$ cat src/rtl/sr04_trigger_ctrl.sv
// sr04_trigger_ctrl: HC-SR04 ultrasonic ranger sequencer.
// Fires a trigger pulse, waits for the echo to rise, times the echo-high
// window, then enforces a quiet holdoff before the next measurement.
// Build option: define SR04_AUTO_TRIG_EN to make the block re-trigger by itself
// whenever it is idle (start is then ignored).
// All limits are counted in i_tick periods and must fit in 16 bits (<= 65535).
module sr04_trigger_ctrl #(
  parameter int unsigned TRIG_US      = 10,
  parameter int unsigned ECHO_WAIT_US = 30000,
  parameter int unsigned ECHO_MAX_US  = 38000,
  parameter int unsigned HOLDOFF_US   = 50000
) (
  input  logic clk,
  input  logic rst,
  input  logic i_tick,
  input  logic start,
  input  logic echo,
  input  logic dist_done,
  output logic trig,
  output logic echo_s,
  output logic busy,
  output logic timeout,
  output logic meas_ok
);

  localparam logic [15:0] TRIG_LIM = TRIG_US[15:0];
  localparam logic [15:0] WAIT_LIM = ECHO_WAIT_US[15:0];
  localparam logic [15:0] MAX_LIM  = ECHO_MAX_US[15:0];
  localparam logic [15:0] HOLD_LIM = HOLDOFF_US[15:0];

  typedef enum logic [2:0] {
    S_IDLE,
    S_TRIG,
    S_WAIT_ECHO,
    S_MEASURE,
    S_HOLDOFF
  } state_t;

  state_t      state_q, state_d;
  logic [15:0] cnt_q, cnt_d;
  logic [15:0] cnt_inc;
  logic        echo_meta_q, echo_meta_d;
  logic        echo_sync_q, echo_sync_d;
  logic        armed_q, armed_d;
  logic        trig_q, trig_d;
  logic        busy_q, busy_d;
  logic        timeout_q, timeout_d;
  logic        meas_ok_q, meas_ok_d;
  logic        go;

`ifdef SR04_AUTO_TRIG_EN
  assign go = 1'b1;
`else
  assign go = start;
`endif

  // Next-state, counter and registered-output computation.
  always_comb begin
    state_d     = state_q;
    timeout_d   = 1'b0;
    meas_ok_d   = 1'b0;
    echo_meta_d = echo;
    echo_sync_d = echo_meta_q;

    // Saturating tick counter: value as it will be after this clk's tick.
    cnt_inc = cnt_q;
    if (i_tick && (cnt_q != 16'hFFFF)) begin
      cnt_inc = cnt_q + 16'd1;
    end

    case (state_q)
      S_IDLE: begin
        if (go) begin
          state_d = S_TRIG;
        end
      end
      S_TRIG: begin
        if (i_tick && (cnt_inc >= TRIG_LIM)) begin
          state_d = S_WAIT_ECHO;
        end
      end
      S_WAIT_ECHO: begin
        // A rise only counts once echo_s has been seen low inside this state.
        if (armed_q && echo_sync_q) begin
          state_d = S_MEASURE;
        end else if (cnt_inc >= WAIT_LIM) begin
          timeout_d = 1'b1;
          state_d   = S_HOLDOFF;
        end
      end
      S_MEASURE: begin
        // Normal completion outranks the limit when both land in one clk.
        if (!echo_sync_q || dist_done) begin
          meas_ok_d = 1'b1;
          state_d   = S_HOLDOFF;
        end else if (cnt_inc >= MAX_LIM) begin
          timeout_d = 1'b1;
          state_d   = S_HOLDOFF;
        end
      end
      S_HOLDOFF: begin
        if (cnt_inc >= HOLD_LIM) begin
          state_d = S_IDLE;
        end
      end
      default: begin
        state_d = S_IDLE;
      end
    endcase

    cnt_d   = (state_d != state_q) ? 16'd0 : cnt_inc;
    armed_d = (state_q == S_WAIT_ECHO) && (state_d == S_WAIT_ECHO) &&
              (armed_q || !echo_sync_q);
    trig_d  = (state_d == S_TRIG);
    busy_d  = (state_d != S_IDLE);
  end

  // State, counter, echo synchroniser and output registers.
  always_ff @(posedge clk) begin
    if (rst) begin
      state_q     <= S_IDLE;
      cnt_q       <= 16'd0;
      echo_meta_q <= 1'b0;
      echo_sync_q <= 1'b0;
      armed_q     <= 1'b0;
      trig_q      <= 1'b0;
      busy_q      <= 1'b0;
      timeout_q   <= 1'b0;
      meas_ok_q   <= 1'b0;
    end else begin
      state_q     <= state_d;
      cnt_q       <= cnt_d;
      echo_meta_q <= echo_meta_d;
      echo_sync_q <= echo_sync_d;
      armed_q     <= armed_d;
      trig_q      <= trig_d;
      busy_q      <= busy_d;
      timeout_q   <= timeout_d;
      meas_ok_q   <= meas_ok_d;
    end
  end

  assign trig    = trig_q;
  assign echo_s  = echo_sync_q;
  assign busy    = busy_q;
  assign timeout = timeout_q;
  assign meas_ok = meas_ok_q;

endmodule

$ cat config.mk
export PLATFORM = sky130hd
export DESIGN_NAME = sr04_trigger_ctrl
export DESIGN_NICKNAME = d
export VERILOG_FILES = /design/src/rtl/sr04_trigger_ctrl.sv
export SDC_FILE = /design/constraint.sdc
export NUM_CORES = 1
export LEC_CHECK = 0
export CAP_MARGIN = 20
export CORE_MARGIN = 4
export CORE_UTILIZATION = 43
export CTS_BUF_LIST = sky130_fd_sc_hd__clkbuf_8
export CTS_CLUSTER_DIAMETER = 150
export CTS_CLUSTER_SIZE = 25
export DETAILED_ROUTE_END_ITERATION = 10
export PLACE_DENSITY = 0.73
export RECOVER_POWER = 50
export REMOVE_ABC_BUFFERS = 1
export SLEW_MARGIN = 10
export SYNTH_ARGS = -nofsm -noshare
export SYNTH_HDL_FRONTEND = slang
export SYNTH_SLANG_ARGS = --single-unit
export TNS_END_PERCENT = 30
$ cat constraint.sdc
create_clock -name clk -period 8.87 [get_ports clk]
set_input_delay 1.774 -clock clk [delete_from_list [all_inputs] [get_ports clk]]
set_output_delay 1.774 -clock clk [all_outputs]
set_load 0.005 [all_outputs]
==> results.ini, run 1 <==
[timing]
final_hold_viol_count = 0
setup_violations = 0
rsz0062_at_grt = false
fin_crit_sh = 0.627
tns_ps = 0
fmax_mhz = 180
skew_ps = 6.08
max_slew_margin = 0.404
maxSlewViolCount = 0
worst_slack_ps = 3310
worstMarginPinSlew_ps = 892
fin_crit_ps = 5560

[global_routing]
grt_pass1_vias = 1562
grtUsageTotal = 0.171
antenna_found_initial = 0
grt_max_degree = 17
grt_pass1_wl_mm = 7.35
overflow = 0

[worst_setup_path]
r2r_end = cnt_q[12]$_SDFF_PP0_
reg2regPathDepth = 9
start_kind = input pin
cp_data_required_time_ps = 9010
cp_max_fo = 16
path_class = in2reg
r2r_setup_slack_ps = 4850
crit_path_end_kind = register
cp.arrival_ps = 5700
rr_startpoint = cnt_q[5]$_SDFF_PP0_

[clocking]
hold_buffers = 0
clock_sinks = 26
clk_latency_ps = 280
post_cts_buffers = 0
cts_resized = 0
clk_pin_slew_ps = 90
clock_path_buffers = 2
cts_inserted_buffers = 3
cts_max_level = 1
cts_tree = built
cts_root_buf = clkbuf_8

[min_path]
holdPathStages = 1
worst_hold_path.endpoint = echo_s$_SDFF_PP0_
min_path_type = reg2reg
min-delay-start = echo_meta_q$_SDFF_PP0_

[status]
status = complete, no violations

[job]
maxCapViolations = 0

[placement]
dpl.hpwl_mm = 3.09
dpl-instance-area_um2 = 1910
gp_congestion = 0.962
pre_cts_ws_ps = 3410
port_buffers = 10

[yosys]
ys.warnings.count = 0
async_flop_share = 0
ys_seq_area_frac = 0.287
synth-edff-count = 0
synth_cell_types = 63
ys_ff_latch = 26
syn_inst = 222
avgSynthCellArea_um2 = 8.17
netlist_area_um2 = 1810
synth_ff_type = dfxtp_1

[final_layout]
multi_input_area_um2 = 1180
drive_gt1_frac = 0.116
design_area_um2 = 1950
fin_nets = 232
antennaDiodeCount = 0
area_growth_pct = 7.59
register_area_um2 = 520
fill_cells = 392

[drt]
drt_pre_antenna_iters = 4
drt-initial-drc-count = 175
wl_per_cell_um = 15.5
drt-total-wl_mm = 4.25
drtAntennaViolNets = 0
vias_per_cell = 6.18
vias = 1694
drc = 0

[pwr]
swShare = 0.209
p_seq_frac = 0.513
p_leak_nw = 0.615
irDropWorstVdd_mv = 0.0409
p_int_uw = 185
clock_power_share = 0.429
switchingPower_uw = 49.0
power_density_nw_per_um2 = 120
p_comb_frac = 0.058

[die]
initial_core_util = 0.450
num_rows = 23
pin_count = 11
die_area_um2 = 5320
fp.dieW_um = 73.0
coreArea_um2 = 4030
die_h_um = 73.0

-- critical path, cell delays in order --
cell and delay (ps):
dlygate4sd3_1 770, nand4_1 300, nor4_1 560, xnor2_1 260, or4_1 560, a211o_1 310
a21oi_2 170, nor3b_2 100, o311ai_4 800, nor2_1 110
-- per-stage QoR --
step                      std cells   util  hold slack, ps  power [mW]
after detailed placement        270  0.475             444       0.137
after CTS                       274  0.492             464       0.236
after global placement          270  0.475             416       0.137
final                           274  0.484             459       0.234
after floorplan                 210      -             414       0.130
after global routing            274  0.484             487       0.242
-- cells in the mapped netlist (3+ instances only) --
cell | n | area share
xnor2_1 | 6 | 0.029
nand2b_1 | 5 | 0.017
nand3_1 | 12 | 0.033
a211oi_1 | 4 | 0.017
nor4_1 | 4 | 0.014
o31ai_1 | 4 | 0.017
or4_1 | 4 | 0.017
a31oi_1 | 5 | 0.017
nor2_2 | 8 | 0.028
nand2_1 | 14 | 0.029
a21oi_1 | 12 | 0.033
nor3_1 | 7 | 0.019
nor2b_1 | 6 | 0.021
nor2_1 | 22 | 0.046
clkbuf_1 | 3 | 0.0062
inv_1 | 4 | 0.0083
nand4_1 | 4 | 0.014
and4_1 | 5 | 0.024
o21ai_0 | 6 | 0.017
xor2_1 | 5 | 0.024
dfxtp_1 | 26 | 0.29
buf_2 | 6 | 0.017
-- area by class of cell --
type | count | share of cell area
clock buffers | 3 | 0.0212
flip-flops and latches | 26 | 0.267
well taps | 50 | 0.0321
inverters | 4 | 0.00769
repair buffers | 10 | 0.0513
multi-input cells | 180 | 0.606
clock inverters | 1 | 0.0154
-- worst max-delay path by stage --
stage | start | to | slack (ps) | cells after the start
3_5_place_dp | i_tick | cnt_q[0]$_SDFF_PP0_ | 3410 | 10
5_1_grt | i_tick | cnt_q[11]$_SDFF_PP0_ | 3120 | 10
2_1_floorplan | i_tick | cnt_q[0]$_SDFF_PP0_ | 4550 | 9
4_1_cts | i_tick | cnt_q[12]$_SDFF_PP0_ | 3630 | 10
3_3_place_gp | i_tick | cnt_q[0]$_SDFF_PP0_ | 3500 | 10
6_report | i_tick | cnt_q[12]$_SDFF_PP0_ | 3310 | 10
-- power groups by stage --
stage / sequential, mW / clock, mW / combinational, mW
after global placement: 0.123 / 0 / 0.0138
after detailed placement: 0.123 / 0 / 0.0140
after CTS: 0.120 / 0.102 / 0.0142
final: 0.120 / 0.100 / 0.0136
after floorplan: 0.123 / 0 / 0.00717
after global routing: 0.120 / 0.106 / 0.0150
-- flip-flops by register name, summed over array words and instances, names as in the netlist --
signal       count
armed_q          1
echo_s           1
cnt_q           16
state_q          3
echo_meta_q      1
trig             1
timeout          1
meas_ok          1
busy             1
-- cells in the final DEF, fill, tap and decap left out, types with 2 or more instances in the layout --
cell type,Yosys,final
a21oi_1,12,12
a21o_1,2,2
a31oi_1,5,6
nand3b_1,2,2
nand2b_1,5,5
inv_1,4,4
o31ai_1,4,4
nand2_1,14,14
o21a_1,2,2
or4_1,4,4
nand4_1,4,5
dfxtp_1,26,26
a211o_1,2,2
dlygate4sd3_1,0,7
a211oi_1,4,4
and4_1,5,5
mux2i_1,2,2
nor3_1,7,7
nor2_2,8,8
clkbuf_8,0,3
nor2_1,22,22
o21ai_0,6,6
or2_2,2,2
nand3_1,12,12
nor2b_1,6,6
xor2_1,5,5
clkdlybuf4s50_1,0,3
o311ai_0,2,2
nor4_1,4,5
xnor2_1,6,6
-- cells by family (layout without fill, tap and decap cells) --
group | count (synthesis) | in the layout | share of synthesized area
AO/OA/AOI/OAI | 55 | 55 | 0.230
AND/OR/NAND/NOR | 110 | 110 | 0.363
adder cells (fa/ha/maj) | 2 | 2 | 0.0124
flip-flops | 26 | 26 | 0.287
buffers and inverters | 16 | 18 | 0.0441
multiplexers | 2 | 2 | 0.0110
XOR/XNOR | 11 | 11 | 0.0531
-- layer usage --
layer  vias up  share of wire  global-route usage
met4         0          0.032              0.0615
met3        14          0.044              0.0193
met1       791           0.47               0.246
met5         -              0                   0
met2        52           0.45               0.264
li1        837              -                   -
(Power assumes the default switching activity.)
==> inputs of run 2 (changes only) <==
==> constraint.sdc (replaced) <==
create_clock -name clk -period 5.75 [get_ports clk]
set_input_delay 1.15 -clock clk [delete_from_list [all_inputs] [get_ports clk]]
set_output_delay 1.15 -clock clk [all_outputs]
set_load 0.005 [all_outputs]
==> results.ini, run 2 (synthesis gave the netlist of run 1 again) <==
[status]
status = complete, no violations

[clocking]
clock_sinks = 26  ; unchanged
cts_root_buf = clkbuf_8
cts_inserted_buffers = 3  ; unchanged
clk_latency_ps = 280  ; about the same
cts_max_level = 1  ; unchanged
clk_pin_slew_ps = 100  ; about the same
cts_tree = built
hold_buffers = 0  ; unchanged
clock_path_buffers = 2  ; unchanged
cts_resized = 0  ; unchanged
post_cts_buffers = 0  ; unchanged

[global_routing]
grt_max_degree = 17  ; unchanged
grt_pass1_wl_mm = 6.88  ; -6.4%
overflow = 0  ; unchanged
grtUsageTotal = 0.161  ; -0.00981
antenna_found_initial = 0  ; unchanged
grt_pass1_vias = 1457  ; -6.7%

[worst_setup_path]
rr_startpoint = cnt_q[5]$_SDFF_PP0_
r2r_setup_slack_ps = 1710  ; -3140 ps
cp_max_fo = 16  ; unchanged
cp_data_required_time_ps = 5890  ; -3120 ps
r2r_end = cnt_q[11]$_SDFF_PP0_
path_class = in2reg
cp.arrival_ps = 4990  ; -710 ps
reg2regPathDepth = 9  ; unchanged
start_kind = input pin
crit_path_end_kind = register

[min_path]
worst_hold_path.endpoint = echo_s$_SDFF_PP0_
min-delay-start = echo_meta_q$_SDFF_PP0_
min_path_type = reg2reg
holdPathStages = 1  ; unchanged

[final_layout]
fin_cells = 274  ; unchanged
register_area_um2 = 520  ; unchanged
final_cell_mix = dfxtp_1, nor2_1, nand2_1
fill_cells = 389  ; -0.77%
mostFrequentLayoutCell = dfxtp_1
drive_gt1_frac = 0.116  ; unchanged
design_area_um2 = 1950  ; unchanged
fin_nets = 232  ; unchanged
multi_input_area_um2 = 1180  ; unchanged
regMostFlops = cnt_q
area_growth_pct = 7.59  ; unchanged
largest_reg_flops = 16  ; unchanged
antennaDiodeCount = 0  ; unchanged
top_regs = cnt_q (16), state_q (3)

[timing]
fmax_mhz = 206
final_hold_viol_count = 0  ; unchanged
skew_ps = 8.67  ; +2.60 ps
max_slew_margin = 0.405  ; +0.00127
fin_crit_sh = 0.843
worstMarginPinSlew_ps = 890  ; -1.91 ps
tns_ps = 0  ; unchanged
fin_crit_ps = 4850
rsz0062_at_grt = false
maxSlewViolCount = 0  ; unchanged
setup_violations = 0  ; unchanged

[pwr]
p_leak_nw = 0.615  ; unchanged
clock_power_share = 0.426  ; -0.003
power_uw = 359  ; +54%
switchingPower_uw = 74.0  ; +51%
power_density_nw_per_um2 = 184  ; +54%
p_seq_frac = 0.515  ; +0.002
p_int_uw = 285  ; +54%
swShare = 0.206  ; -0.00341
irDropWorstVdd_mv = 0.0751  ; +83%
p_comb_frac = 0.058  ; about the same

[die]
pin_count = 11  ; unchanged
coreArea_um2 = 4030  ; unchanged
die_h_um = 73.0  ; unchanged
fp.dieW_um = 73.0  ; unchanged
die_area_um2 = 5320  ; unchanged
num_rows = 23  ; unchanged
initial_core_util = 0.450  ; unchanged

[job]
maxCapViolations = 0  ; unchanged

[placement]
gp_congestion = 0.961  ; about the same
dp_cells = 270  ; unchanged
dpl.hpwl_mm = 3.08  ; -0.38%
dpl-instance-area_um2 = 1910  ; unchanged
port_buffers = 10  ; unchanged

[drt]
drtAntennaViolNets = 0  ; unchanged
drt-total-wl_mm = 4.11  ; -3.2%
wl_per_cell_um = 15.0  ; -3.2%
vias_per_cell = 6.00  ; -3.0%
drc = 0  ; unchanged
vias = 1644  ; -3.0%
drt-initial-drc-count = 270  ; +54%
drt_pre_antenna_iters = 4  ; unchanged

run 2: cell counts in the layout (fill, tap and decap cells not counted):
No cell type changed its count.
run 2: layout make-up:
cell class / instances / area share
Timing Repair Buffer: 10 / 0.0513
Inverter: 4 / 0.00769
Multi-Input combinational cell: 180 / 0.606
Tap cell: 50 / 0.0321
Clock inverter: 1 / 0.0154
Sequential cell: 26 / 0.267
Clock buffer: 3 / 0.0212
run 2: power groups by stage:
stage | clock network (mW) | registers [mW] | logic [mW]
global route | 0.162 | 0.186 | 0.0229
CTS | 0.156 | 0.185 | 0.0217
floorplan | 0 | 0.189 | 0.0111
global placement | 0 | 0.189 | 0.0213
finish | 0.153 | 0.185 | 0.0210
detailed placement | 0 | 0.189 | 0.0216
run 2: routing by layer:
metal	wire, um	GRT usage	vias to the layer above
li1	-	-	838
met1	2000	0.241	745
met2	1790	0.235	51
met3	222	0.0179	10
met4	94	0.0615	0
met5	0	0	-
run 2: how the worst max path moves through the flow:
stage | startpoint | end | slack (ps) | cells past startpoint
6_report | i_tick | cnt_q[11]$_SDFF_PP0_ | 900 | 10
5_1_grt | i_tick | cnt_q[0]$_SDFF_PP0_ | 660 | 10
4_1_cts | i_tick | cnt_q[0]$_SDFF_PP0_ | 1200 | 10
3_5_place_dp | i_tick | cnt_q[0]$_SDFF_PP0_ | 920 | 10
3_3_place_gp | i_tick | cnt_q[0]$_SDFF_PP0_ | 1000 | 10
2_1_floorplan | i_tick | cnt_q[0]$_SDFF_PP0_ | 2050 | 9
run 2: per-stage QoR:
step           hold slack, ps  utilization  worst slack, ps
4_1_cts                   456        0.492             1200
5_1_grt                   463        0.484              660
3_5_place_dp              434        0.475              924
2_1_floorplan             414            -             2050
6_report                  447        0.484              902
3_3_place_gp              417        0.475             1000
run 2: worst max-delay path, stage by stage:
cell and delay [ps]:
dlygate4sd3_1 770, nand4_1 300, nor4_1 500, xnor2_1 230, or4_1 550, a211o_1 320
a21oi_2 170, nor3b_2 90, o311ai_4 800, nor2_1 100
